<file path="config.mk">
export PLATFORM = sky130hd
export DESIGN_NAME = quad_decoder
export DESIGN_NICKNAME = d
export VERILOG_FILES = /design/src/rtl/quad_decoder_pkg.sv /design/src/rtl/quad_debounce.sv /design/src/rtl/quad_decoder.sv
export SDC_FILE = /design/constraint.sdc
export NUM_CORES = 1
export LEC_CHECK = 0
export ABC_AREA = 1
export CAP_MARGIN = 20
export CORE_ASPECT_RATIO = 0.6
export CORE_MARGIN = 1.5
export CORE_UTILIZATION = 35
export DETAILED_ROUTE_END_ITERATION = 7
export RECOVER_POWER = 25
export SLEW_MARGIN = 5
export SYNTH_ARGS = -nofsm -noshare
export SYNTH_HDL_FRONTEND = slang
export SYNTH_HIERARCHICAL = 1
export SYNTH_SLANG_ARGS = --single-unit
export TNS_END_PERCENT = 10
</file>
<file path="constraint.sdc">
create_clock -name clk -period 3.6 [get_ports clk]
set_clock_uncertainty 0.15 [all_clocks]
set_input_delay 0.72 -clock clk [delete_from_list [all_inputs] [get_ports clk]]
set_output_delay 0.72 -clock clk [all_outputs]
set_load 0.03 [all_outputs]
</file>
<file path="src/rtl/quad_decoder_pkg.sv">
// Shared constants and move classification for the quadrature decoder.
package quad_decoder_pkg;

   // Direction encodings reported on the dir output
   localparam logic DIR_UP   = 1'b1;
   localparam logic DIR_DOWN = 1'b0;

   // Stable phase pair encodings, written as {a,b}
   localparam logic [1:0] PAIR_00 = 2'b00;
   localparam logic [1:0] PAIR_01 = 2'b01;
   localparam logic [1:0] PAIR_10 = 2'b10;
   localparam logic [1:0] PAIR_11 = 2'b11;

   // Outcome of comparing the previous and current stable pairs
   typedef enum logic [1:0] {
      MOVE_NONE    = 2'b00,
      MOVE_UP      = 2'b01,
      MOVE_DOWN    = 2'b10,
      MOVE_ILLEGAL = 2'b11
   } move_e;

   // Gray-code walk 00->10->11->01->00 counts up; the reverse walk counts down.
   // Any change of both bits at once cannot come from a real rotation.
   function automatic move_e classify_move(input logic [1:0] prev_pair,
                                           input logic [1:0] cur_pair);
      move_e move;
      move = MOVE_ILLEGAL;
      case ({prev_pair, cur_pair})
         {PAIR_00, PAIR_00},
         {PAIR_01, PAIR_01},
         {PAIR_10, PAIR_10},
         {PAIR_11, PAIR_11}: move = MOVE_NONE;
         {PAIR_00, PAIR_10},
         {PAIR_10, PAIR_11},
         {PAIR_11, PAIR_01},
         {PAIR_01, PAIR_00}: move = MOVE_UP;
         {PAIR_10, PAIR_00},
         {PAIR_11, PAIR_10},
         {PAIR_01, PAIR_11},
         {PAIR_00, PAIR_01}: move = MOVE_DOWN;
         default:            move = MOVE_ILLEGAL;
      endcase
      return move;
   endfunction

endpackage

</file>
<file path="src/rtl/quad_debounce.sv">
// Two-flop synchronizer followed by a stable-level debouncer for one encoder phase.
module quad_debounce #(
   parameter int DEBOUNCE_CYCLES = 16
) (
   input  logic clk,
   input  logic reset,
   input  logic i_raw,
   output logic o_stable
);

   // The counter runs while the synchronized input disagrees with the stable level;
   // the new level is taken on the edge where the count would reach DEBOUNCE_CYCLES.
   localparam logic [7:0] CNT_LAST = 8'(DEBOUNCE_CYCLES - 1);

   logic       r_sync1;
   logic       r_sync2;
   logic       r_stable;
   logic [7:0] r_cnt;

   // Synchronize the raw input and qualify changes that stay put long enough
   always_ff @(posedge clk or posedge reset) begin
      if (reset) begin
         r_sync1  <= 1'b0;
         r_sync2  <= 1'b0;
         r_stable <= 1'b0;
         r_cnt    <= 8'd0;
      end else begin
         r_sync1 <= i_raw;
         r_sync2 <= r_sync1;
         if (r_sync2 == r_stable) begin
            r_cnt <= 8'd0;
         end else if (r_cnt == CNT_LAST) begin
            r_stable <= r_sync2;
            r_cnt    <= 8'd0;
         end else begin
            r_cnt <= r_cnt + 8'd1;
         end
      end
   end

   assign o_stable = r_stable;

endmodule

</file>
<file path="src/rtl/quad_decoder.sv">
// Quadrature encoder decoder: debounced phases feed a Gray-code step detector
// and an up/down counter that either saturates or wraps.
module quad_decoder
   import quad_decoder_pkg::*;
#(
   parameter int WIDTH           = 8,
   parameter int DEBOUNCE_CYCLES = 16,
   parameter int SATURATE        = 1
) (
   input  logic             clk,
   input  logic             reset,
   input  logic             enc_a,
   input  logic             enc_b,
   input  logic             clear,
   output logic [WIDTH-1:0] value,
   output logic             step,
   output logic             dir,
   output logic             err
);

   localparam logic [WIDTH-1:0] VALUE_ZERO = {WIDTH{1'b0}};
   localparam logic [WIDTH-1:0] VALUE_MAX  = {WIDTH{1'b1}};
   localparam logic [WIDTH-1:0] VALUE_ONE  = {{(WIDTH-1){1'b0}}, 1'b1};

   logic             w_stable_a;
   logic             w_stable_b;
   logic [1:0]       w_cur_pair;
   move_e            w_move;
   logic [WIDTH-1:0] w_next_value;
   logic             w_next_step;
   logic             w_next_dir;
   logic             w_next_err;

   logic [1:0]       r_prev_pair;
   logic [WIDTH-1:0] r_value;
   logic             r_step;
   logic             r_dir;
   logic             r_err;

   quad_debounce #(.DEBOUNCE_CYCLES(DEBOUNCE_CYCLES)) u_deb_a (
      .clk      (clk),
      .reset    (reset),
      .i_raw    (enc_a),
      .o_stable (w_stable_a)
   );

   quad_debounce #(.DEBOUNCE_CYCLES(DEBOUNCE_CYCLES)) u_deb_b (
      .clk      (clk),
      .reset    (reset),
      .i_raw    (enc_b),
      .o_stable (w_stable_b)
   );

   assign w_cur_pair = {w_stable_a, w_stable_b};
   assign w_move     = classify_move(r_prev_pair, w_cur_pair);

   // Work out the next count, step pulse, direction and error pulse from the move
   always_comb begin
      w_next_value = r_value;
      w_next_step  = 1'b0;
      w_next_dir   = r_dir;
      w_next_err   = 1'b0;
      case (w_move)
         MOVE_UP: begin
            w_next_dir = DIR_UP;
            if (r_value != VALUE_MAX) begin
               w_next_value = r_value + VALUE_ONE;
               w_next_step  = 1'b1;
            end else if (SATURATE == 0) begin
               w_next_value = VALUE_ZERO;
               w_next_step  = 1'b1;
            end else begin
               w_next_value = r_value;
            end
         end
         MOVE_DOWN: begin
            w_next_dir = DIR_DOWN;
            if (r_value != VALUE_ZERO) begin
               w_next_value = r_value - VALUE_ONE;
               w_next_step  = 1'b1;
            end else if (SATURATE == 0) begin
               w_next_value = VALUE_MAX;
               w_next_step  = 1'b1;
            end else begin
               w_next_value = r_value;
            end
         end
         MOVE_ILLEGAL: begin
            w_next_err = 1'b1;
         end
         default: begin
            w_next_err = 1'b0;
         end
      endcase
      // clear wins over any coincident rotation and suppresses its step pulse
      if (clear) begin
         w_next_value = VALUE_ZERO;
         w_next_step  = 1'b0;
      end else begin
         w_next_step  = w_next_step;
      end
   end

   // Register the decoded outputs and remember the pair for the next comparison
   always_ff @(posedge clk or posedge reset) begin
      if (reset) begin
         r_prev_pair <= PAIR_00;
         r_value     <= VALUE_ZERO;
         r_step      <= 1'b0;
         r_dir       <= DIR_DOWN;
         r_err       <= 1'b0;
      end else begin
         r_prev_pair <= w_cur_pair;
         r_value     <= w_next_value;
         r_step      <= w_next_step;
         r_dir       <= w_next_dir;
         r_err       <= w_next_err;
      end
   end

   assign value = r_value;
   assign step  = r_step;
   assign dir   = r_dir;
   assign err   = r_err;

endmodule
</file>
==> impl_metrics.sql <==
INSERT INTO impl_metrics (metric_group, metric, value, unit) VALUES
('synth', 'synth_warnings', '6', ''),
('floorplan', 'dieArea', '0.00635', 'mm^2'),
('clock_network', 'cts_max_level', '2', ''),
('global_routing', 'met3_global_route_usage', '4.05', '%'),
('place', 'placedInstanceArea', '0.00230', 'mm^2'),
('synth', 'synth_top_area_share', '42.7', '%'),
('clock_network', 'cts.path.max_buffers', '2', ''),
('synth', 'syn-mean-instance-area', '7.66', 'um^2'),
('sta', 'achievable-frequency', '364', 'MHz'),
('clock_network', 'post-cts-setup-buffer-count', '0', ''),
('job', 'max_cap_violations', '0', ''),
('clock_network', 'cts_hold_buffers', '0', ''),
('clock_network', 'cts_tree', 'built', ''),
('detailed_routing', 'drtIter0Drc', '59', ''),
('cells_and_area', 'fin_nets', '305', ''),
('detailed_routing', 'postRouteAntennaNets', '0', ''),
('detailed_routing', 'wl_per_cell', '11.2', 'um'),
('clock_network', 'clk_pin_slew_worst_paths', '80', 'ps'),
('synth', 'synth_edf_count', '0', ''),
('setup_path', 'worst_ep_required_time', '3630', 'ps'),
('synth', 'synth-seq-cells', '35', ''),
('global_routing', 'groute.usage.overall', '14.5', '%'),
('setup_path', 'critical_path.most_common_cell', 'sky130_fd_sc_hd__inv_1', ''),
('clock_network', 'clock_latency_reported_for_the_late_side_of_the_worst_skew_pair', '290', 'ps'),
('global_routing', 'grt.busiest_layer', 'met1', ''),
('cells_and_area', 'area_delta_synth_final', '18.1', '%'),
('synth', 'synth.area.top_cells', 'sky130_fd_sc_hd__dfrtp_1 (43%), sky130_fd_sc_hd__nand2_1 (13%), sky130_fd_sc_hd__inv_1 (7.7%)', ''),
('setup_path', 'crit_type', 'flop to flop', ''),
('sta', 'finalHoldViolations', '0', ''),
('synth', 'synth.net_count', '283', ''),
('floorplan', 'num_io_pins', '16', ''),
('floorplan', 'start_util', '36.5', '%'),
('global_routing', 'grt_remaining_overflow', '0', ''),
('floorplan', 'placementRows', '21', ''),
('clock_network', 'sink_count_of_the_clock_tree', '35', ''),
('power', 'power_density', '367', 'mW/mm^2'),
('cells_and_area', 'final-instance-count-excl-fill', '371', ''),
('detailed_routing', 'route.detailed.vias_per_inst', '4.41', ''),
('clock_network', 'clk_root_buffer_cell', 'sky130_fd_sc_hd__clkbuf_8', ''),
('global_routing', 'grt_first_pass_wirelength', '7110', 'um'),
('setup_path', 'setup.worst_path.start_class', 'flop', ''),
('sta', 'timing.final.crit_period', '2750', 'ps'),
('place', 'dpl_worst_slack', '875', 'ps'),
('cells_and_area', 'post-route-cell-area', '0.00242', 'mm^2'),
('sta', 'worstMarginPinSlew', '551', 'ps'),
('global_routing', 'via_count_of_the_first_global_routing_pass', '1484', ''),
('detailed_routing', 'drc', '0', ''),
('detailed_routing', 'detailroute.via_count', '1635', ''),
('cells_and_area', 'num-fill-cells', '586', ''),
('detailed_routing', 'detail_route.first_pass.iterations', '4', ''),
('sta', 'period_share', '76.4', '%'),
('floorplan', 'die_h', '62.3', 'um'),
('clock_network', 'post_cts_resize_count', '0', ''),
('place', 'placedCellCount', '363', ''),
('power', 'vdd.ir_drop.worst', '0.000153', 'V'),
('power', 'p_total', '889', 'uW'),
('run_status', 'outcome', 'completed', ''),
('setup_path', 'crit_path_max_fanout', '9', ''),
('synth', 'netlist_cell_types', '27', ''),
('global_routing', 'grt_antenna_before_repair', '0', ''),
('place', 'port_buffers', '15', ''),
('setup_path', 'crit_path_max_incr_delay', '440', 'ps'),
('floorplan', 'core_area', '0.00562', 'mm^2'),
('setup_path', 'critical_path.slowest_cell', 'sky130_fd_sc_hd__dfrtp_1', ''),
('global_routing', 'grtUsageMet2', '19.0', '%'),
('min_path', 'hp-class', 'flop to flop', ''),
('synth', 'async_flop_share', '100', '%'),
('detailed_routing', 'wl', '4150', 'um'),
('power', 'leakage_power', '0.00118', 'uW'),
('setup_path', 'arrival_time_worst_endpoint', '2780', 'ps'),
('cells_and_area', 'drive_above_1_share', '10.3', '%');
layer usage:
metal | vias to the layer above | part of all wire [%]
li1 | 872 | -
met5 | - | 0
met4 | 0 | 0.19
met3 | 2 | 4.2
met1 | 732 | 59
met2 | 29 | 37
power breakdown:
group          internal (uW)  switching [uW]  leakage (uW)
sequential               403            8.85      0.000474
combinational           16.6            29.3      0.000640
clock                    276             155     0.0000644
total                    696             193       0.00118
critical path, delay by kind of cell, from the launching register on:
kind            cells  cell delay, ps
compound gates      2             500
fa+ha+maj           2             520
buf+inv             4             360
flops               1             440
simple gates        7             660
path summary, 6_finish.rpt:
| path | from | to | slack [ps] | cells after the start |
|---|---|---|---|---|
| setup reg to reg | u_deb_a/o_stable | value[6] | 850 | 15 |
| max in group asynchronous | reset | value[2] | 2120 | 2 |
| hold / removal | u_deb_b/r_sync1 | u_deb_b/r_sync2 | 200 | 0 |
| hold reg to reg | u_deb_b/r_sync1 | u_deb_b/r_sync2 | 200 | 0 |
| min in group asynchronous | reset | u_deb_a/r_sync1 | 760 | 2 |
| setup / recovery | u_deb_a/o_stable | value[6] | 850 | 15 |
area by class of cell:
type | count | area, um^2 | area share (%)
inverters | 46 | 173 | 7.12
well taps | 80 | 100 | 4.13
clock inverters | 3 | 67.6 | 2.79
multi-input cells | 187 | 990 | 40.8
flip-flops and latches | 35 | 876 | 36.1
clock buffers | 5 | 68.8 | 2.84
repair buffers | 15 | 150 | 6.19
state kept, by name (all words and copies together), names as in the netlist:
register,count
dir,1
err,1
r_prev_pair,2
step,1
u_deb_a/o_stable,1
u_deb_a/r_cnt,8
u_deb_a/r_sync1,1
u_deb_a/r_sync2,1
u_deb_b/o_stable,1
u_deb_b/r_cnt,8
u_deb_b/r_sync1,1
u_deb_b/r_sync2,1
value,8
metrics by stage:
step | util (%) | hold slack, ps
3_5_place_dp | 41.0 | 188
5_1_grt | 43.1 | 222
2_1_floorplan | - | 181
3_3_place_gp | 41.0 | 188
4_1_cts | 43.4 | 205
6_report | 43.1 | 205
layout by cell type (no fill, tap or decap), drive strengths merged:
cell,n
nand2,79
inv,46
nor2,38
dfrtp,35
nand3,22
clkdlybuf4s50,12
o21ai,12
ha,10
a21oi,5
clkbuf,5
xor2,4
nor3,4
o21bai,3
xnor2,3
dlygate4sd3,3
o21a,2
bufinv,2
or2,1
nand4,1
a32oi,1
o211ai,1
o31ai,1
clkinvlp,1
logic make-up (layout without fill, tap and decap cells):
logic type / Yosys count / in the layout / share of synthesized area (%)
DFF: 35 / 35 / 42.7
buffers and inverters: 46 / 69 / 8.41
and+or+nand+nor: 145 / 145 / 31.4
AOI/OAI and AO/OA: 25 / 25 / 7.68
xor gates and xnor gates: 7 / 7 / 3.72
adders and majority gates: 10 / 10 / 6.09
(Power assumes the default switching activity.)
